**config.mk**
```make
export PLATFORM = sky130hd
export DESIGN_NAME = tc_fma_acc_stage
export DESIGN_NICKNAME = d
export VERILOG_FILES = /design/src/rtl/tc_fma_acc_stage.sv
export SDC_FILE = /design/constraint.sdc
export NUM_CORES = 1
export LEC_CHECK = 0
export CORE_MARGIN = 10
export CORE_UTILIZATION = 45
export CTS_BUF_LIST = sky130_fd_sc_hd__clkbuf_16
export DETAILED_ROUTE_END_ITERATION = 7
export PLACE_DENSITY = 0.79
export SYNTH_ARGS = -nofsm -noshare
export SYNTH_HDL_FRONTEND = slang
export SYNTH_SLANG_ARGS = --single-unit
```
**constraint.sdc**
```tcl
create_clock -name clk -period 5.4 [get_ports clk]
set_input_delay 1.62 -clock clk [delete_from_list [all_inputs] [get_ports clk]]
set_output_delay 1.62 -clock clk [all_outputs]
set_load 0.03 [all_outputs]
```
**src/rtl/tc_fma_acc_stage.sv**
```systemverilog
// Two-stage fused multiply-add / group accumulate stage behind the Toom-Cook multiplier.
// Define TC_FMA_SAT_EN to clamp overflowing sums to all-ones (default: wrap modulo 2^ACC_W).
module tc_fma_acc_stage #(
  parameter int PROD_W = 22,
  parameter int ACC_W  = 24
) (
  input  logic              clk,
  input  logic              rst_n,
  input  logic              in_valid,
  output logic              in_ready,
  input  logic [PROD_W-1:0] in_prod,
  input  logic [ACC_W-1:0]  in_addend,
  input  logic              in_acc_mode,
  input  logic              in_last,
  output logic              out_valid,
  input  logic              out_ready,
  output logic [ACC_W-1:0]  out_sum,
  output logic              out_ovf
);

  localparam logic [0:0] ST_IDLE  = 1'b0;
  localparam logic [0:0] ST_ACCUM = 1'b1;
  localparam int ZEXT_W = ACC_W - PROD_W + 1;

  logic              stall;

  logic              a_vld_q;
  logic [PROD_W-1:0] a_prod_q;
  logic [ACC_W-1:0]  a_addend_q;
  logic              a_mode_q;
  logic              a_last_q;

  logic [0:0]        state_q, state_d;
  logic [ACC_W-1:0]  acc_q, acc_d;
  logic              sticky_q, sticky_d;
  logic              out_valid_q, out_valid_d;
  logic [ACC_W-1:0]  out_sum_q, out_sum_d;
  logic              out_ovf_q, out_ovf_d;

  logic [ACC_W-1:0]  base;
  logic [ACC_W:0]    sum_full;
  logic              carry;
  logic [ACC_W-1:0]  res;
  logic              produce;

  assign stall    = out_valid_q & ~out_ready;
  assign in_ready = ~stall;

  // Stage A: beat capture
  always_ff @(posedge clk or negedge rst_n) begin
    if (!rst_n) begin
      a_vld_q <= 1'b0;
    end else if (!stall) begin
      a_vld_q <= in_valid;
    end
  end

  always_ff @(posedge clk or negedge rst_n) begin
    if (!rst_n) begin
      a_prod_q   <= '0;
      a_addend_q <= '0;
      a_mode_q   <= 1'b0;
      a_last_q   <= 1'b0;
    end else if (!stall && in_valid) begin
      a_prod_q   <= in_prod;
      a_addend_q <= in_addend;
      a_mode_q   <= in_acc_mode;
      a_last_q   <= in_last;
    end
  end

  // Only accumulate beats inside an open group take the running total as base.
  assign base     = (a_mode_q && (state_q == ST_ACCUM)) ? acc_q : a_addend_q;
  assign sum_full = {1'b0, base} + {{ZEXT_W{1'b0}}, a_prod_q};
  assign carry    = sum_full[ACC_W];
`ifdef TC_FMA_SAT_EN
  assign res      = carry ? {ACC_W{1'b1}} : sum_full[ACC_W-1:0];
`else
  assign res      = sum_full[ACC_W-1:0];
`endif
  assign produce  = a_vld_q & (~a_mode_q | a_last_q);

  always_comb begin
    state_d     = state_q;
    acc_d       = acc_q;
    sticky_d    = sticky_q;
    out_valid_d = out_valid_q;
    out_sum_d   = out_sum_q;
    out_ovf_d   = out_ovf_q;
    if (!stall) begin
      out_valid_d = produce;
      if (produce) begin
        out_sum_d = res;
        out_ovf_d = carry | (a_mode_q & sticky_q);
      end
      if (a_vld_q && a_mode_q) begin
        if (a_last_q) begin
          acc_d    = '0;
          state_d  = ST_IDLE;
          sticky_d = 1'b0;
        end else begin
          acc_d    = res;
          state_d  = ST_ACCUM;
          sticky_d = sticky_q | carry;
        end
      end
    end
  end

  // Stage B: accumulator, group state and output registers
  always_ff @(posedge clk or negedge rst_n) begin
    if (!rst_n) begin
      state_q     <= ST_IDLE;
      acc_q       <= '0;
      sticky_q    <= 1'b0;
      out_valid_q <= 1'b0;
      out_sum_q   <= '0;
      out_ovf_q   <= 1'b0;
    end else begin
      state_q     <= state_d;
      acc_q       <= acc_d;
      sticky_q    <= sticky_d;
      out_valid_q <= out_valid_d;
      out_sum_q   <= out_sum_d;
      out_ovf_q   <= out_ovf_d;
    end
  end

  assign out_valid = out_valid_q;
  assign out_sum   = out_sum_q;
  assign out_ovf   = out_ovf_q;

endmodule

```
Yosys cells after proc, flatten, opt, wreduce, memory -nomap -nowiden
Cells that the tools add are included.
Widths: inputs -> output; s select.
Word-level totals
  memories kept: 0
  bits in latches: 0
  flip-flop bits (word level): 101
  bits in read-only memories: 0
  word-level logic and storage cells: 31
  memory bits (writable): 0
Operators by class
  multipliers: 0
  bitwise gates (word level): 9
  mux-type cells: 4
  add/subtract/negate cells: 1
  reduce and logical (&&, ||, !) cells: 6
  equal/unequal tests: 0
  magnitude comparators: 0
  shifts and indexed selects: 0
  divide/modulo/power cells: 0
Operators by type and width (count)
  $mux 24: 2
  $add 24x22->25: 1
  $reduce_and 2->1: 2
  $and 1x1->1: 3
  $logic_and 1x1->1: 3
  $not 1->1: 3
  $or 1x1->1: 3
  $mux 1: 2
  $logic_not 1->1: 1

Longest topological paths before layout
  depth after elaboration: 5
  gate-level depth with buffers: 13

Worst setup path after synthesis
Ideal clock, no wire load.
  kind: input -> output
  start: input port out_ready
  end: output port in_ready
  required time: 3.780 ns
  stages: 2
  path slack: 1.852 ns
  arrival: 1.928 ns
  path through: nand2b_1 -> buf_2
On the way
  word-level cells in the longest chain between the ends: 3
Ends and longest elaborated chain
  start: declaration: line 16  | input logic out_ready,
  $not 1->1: line 46  | assign stall = out_valid_q & ~out_ready;
  $and 1x1->1: line 46
  $not 1->1 (no line)
  end: declaration: line 10  | output logic in_ready,
Every way passes these cells.

Final worst setup path
Ends and elaborated chain as after synthesis.

==> Implementation_results.wiki <==
{| class="wikitable"
! Metric !! Value
|-
| Worst clock skew || around 0.009 ns
|-
| CP max stage cell || clkdlybuf4s50_1
|-
| Detail Route Antenna Nets || 0
|-
| I/O pin total || 79
|-
| Count of mapped cells out of synthesis || between 400 and 500
|-
| Post-route DRC violation count || 0
|-
| Wire length of the first global-routing pass || around 21 mm
|-
| Unique cell type count in the Yosys netlist || between 40 and 50
|-
| Total detailed-routing wirelength || around 12 mm
|-
| Slew at the pin closest to its max-slew limit || between 1 and 1.5 ns
|-
| Post-synth EDFFs || 0
|-
| Clock latency on the worst-skew pair || about 0.35 ns
|-
| Width of the chip || ~130 um
|-
| Clock tree root buffer cell || clkbuf_16
|-
| Number of diodes || 0
|-
| Mean cell area of the mapped netlist || about 12 um^2
|-
| Starting DRC count in detailed routing || between 200 and 300
|-
| Maxcap violations || 0
|-
| Cell type with the largest total area after synthesis || dfrtp_1
|-
| Post-cts resize count || 0
|-
| Std-Cell Rows || 39
|-
| Via density per instance || about 5.5
|-
| IR Drop Worst-Case VDD || ~0.31 mV
|-
| Hold violation total from the final report || 0
|-
| Kind of critical path || primary input to output port
|-
| Reg-to-reg setup timing slack || between 1.5 and 2 ns
|-
| Crit end category || output port
|-
| Most frequent standard cell in the layout excluding fill and tap cells || dfrtp_1
|-
| Final-stage net count || between 600 and 700
|-
| Post-Route Hold Slack || approximately 0.48 ns
|-
| Count of buffer and inverter cells on the critical path || 2
|-
| Vias in the first global route || roughly 4.1k
|-
| FMAX || around 0.22 GHz
|-
| Number of H-tree branching levels || 3
|-
| Yosys reg bits || a little over 100
|-
| Max Root-Sink Buffers || 2
|-
| Clock Sinks || 101
|-
| Most used cell along the critical path || clkdlybuf4s50_1
|-
| Setup violation total in the final timing report || 0
|-
| Maximum fanout encountered on the critical timing path || 7
|-
| Number of port buffers || 78
|-
| Core box area || 11600 um^2
|-
| DR WL/cell || between 15 and 20 um
|-
| Full die area || roughly 17000 um^2
|-
| Setup TNS || 0 ns
|-
| TritonCTS clock tree || done
|-
| Final std cells w/o fill || slightly below 700
|-
| Cell count after placement || about 660
|-
| Run status || completed
|-
| Setup slack of the critical path after layout || between 0.7 and 0.8 ns
|-
| Critical Path Source Type || primary input
|-
| DIE HEIGHT || 129 um
|-
| Worst stage delay on the critical path || about 0.72 ns
|-
| Shortest period the worst path allows || roughly 4.6 ns
|-
| Area share of the largest cell type after synthesis || 0.472
|-
| Most frequently used flop master after synthesis || dfrtp_1
|-
| Synthesis Warnings || 0
|-
| Data arrival time of the critical path || 3.02 ns
|-
| Routability congestion estimate || between 0.9 and 1
|-
| CTS buffer count || 9
|-
| Type of the tightest min-delay check || flip-flop to flip-flop
|-
| Ordered cell list for the critical path || clkdlybuf4s50_1 > nand2b_1 > clkdlybuf4s50_1
|-
| Static Leakage || approximately 2.8 nW
|-
| RSZ-0062 raised after global routing || no
|-
| Layout cells sized above 1 || 0.231
|-
| Detailed Routing Iterations Pass 1 || 5
|-
| Register Area || approximately 2500 um^2
|-
| Kind of cell adding the most delay to the critical path || buffers and inverters
|-
| Setup repair bufs after CTS || 0
|-
| Post-synthesis instance area || ~5400 um^2
|-
| Layout Utilization || 0.567
|-
| Pre-CTS WS || about 0.77 ns
|-
| Total congestion overflow after global routing || 0
|-
| Sequential element share of the synthesized area || 0.472
|-
| Slew margin rel. || 0.231
|-
| Async set or reset register ratio after synthesis || 1.00
|-
| Half-perimeter wire length after detailed placement || between 8 and 9 mm
|-
| Number of fill cells || between 900 and 1k
|-
| Clock-pin slew on the worst setup and hold paths || roughly 0.06 ns
|-
| Initial Utilization || 0.463
|-
| Net count of the mapped netlist || between 500 and 600
|-
| Total power density per cell area || about 600 nW/um^2
|-
| Antenna violations before repair || 0
|-
| Number of pins exceeding their max-slew limit in the final report || 0
|-
| Worst path required time || around 3.8 ns
|-
| GRT Resource Usage Total || 0.153
|-
| Dominant cells by area after synthesis || dfrtp_1 (47%), mux2_2 (19%), ha_1 (5.8%)
|-
| Commonest cells after routing, fill and taps aside || dfrtp_1 (101), mux2_2 (90), clkdlybuf4s50_1 (77)
|-
| Total number of vias || ~3.8k
|-
| Period utilisation layout || 0.859
|-
| Pin count of the biggest net entering global routing || between 70 and 80
|-
| Number of buffers inserted for hold repair after clock tree synthesis || 0
|-
| Post-synthesis to final-layout area growth || 22.3%
|-
| Area occupied by multi-input gates || 2700 um^2
|}
through the flow:
step | power [mW] | area [um^2]
2_1_floorplan | 2.70 | 5360
3_3_place_gp | 3.22 | 6270
3_5_place_dp | 3.29 | 6270
4_1_cts | 3.93 | 6550
5_1_grt | 4.20 | 6550
6_report | 3.91 | 6550
worst paths after layout:
check	from	end	cells past startpoint
hold reg to reg	acc_q[0]	acc_q[0]	2
min in group asynchronous	rst_n	a_addend_q[8]	1
setup reg to reg	a_mode_q	out_ovf	11
max in group asynchronous	rst_n	acc_q[17]	2
hold / removal	acc_q[0]	acc_q[0]	2
setup / recovery	out_ready	in_ready	3
flip-flops by register name, summed over array words and instances (netlist names), 22 cells and up:
signal and flops:
acc_q 24, out_sum 24, a_prod_q 22, a_addend_q 24
cell families (layout without fill, tap and decap cells):
logic type	count (synthesis)	in the layout	share of synthesized area
DFF	101	101	0.472
adders and majority gates	26	26	0.0621
muxes	93	93	0.195
xor gates and xnor gates	20	20	0.0327
and+or+nand+nor	74	74	0.0635
buffers and inverters	33	111	0.0250
AOI/OAI and AO/OA	111	111	0.150
layout make-up:
| cell class | instances | share of cell area |
|---|---|---|
| clock buffers | 9 | 0.0344 |
| clock inverters | 7 | 0.00859 |
| inverters | 11 | 0.00630 |
| multi-input cells | 324 | 0.412 |
| flip-flops and latches | 101 | 0.386 |
| well taps | 143 | 0.0273 |
| repair buffers | 84 | 0.126 |
synthesized netlist by cell type (2+ instances only):
master	instances
dfrtp_1	101
mux2_2	90
nand2_1	27
ha_1	25
a21oi_1	23
o21ai_0	20
a22o_1	18
nor2_1	17
xnor2_1	16
clkbuf_1	14
inv_1	11
buf_2	8
a21o_1	7
nand2b_1	7
nand3_1	7
a211oi_1	6
a31oi_1	5
nand4_1	5
nor3_1	5
o211ai_1	4
o21ai_1	4
o31ai_1	4
xor2_1	4
a21boi_1	2
a21oi_2	2
mux2i_1	2
nor2b_1	2
o211ai_2	2
o22ai_1	2
metal layers:
layer  global-route usage  vias to the layer above  wire, um
met3               0.0473                       12       800
met5                    0                        -         0
met2                0.253                      106      6040
met1                0.188                     1817      5170
met4               0.0495                        0       216
li1                     -                     1825         -
report_power, final:
group	total (mW)	internal [mW]	switching [mW]
logic	2.11	0.963	1.15
clock network	0.625	0.352	0.273
registers	1.18	1.02	0.159
total	3.91	2.33	1.58
tightest hold or removal path, cell delays in order (launching register included):
cell     delay [ns]
dfrtp_1        0.34
nand2_1        0.04
o21ai_0        0.06
Note: power is estimated with default switching activity, not from simulation.
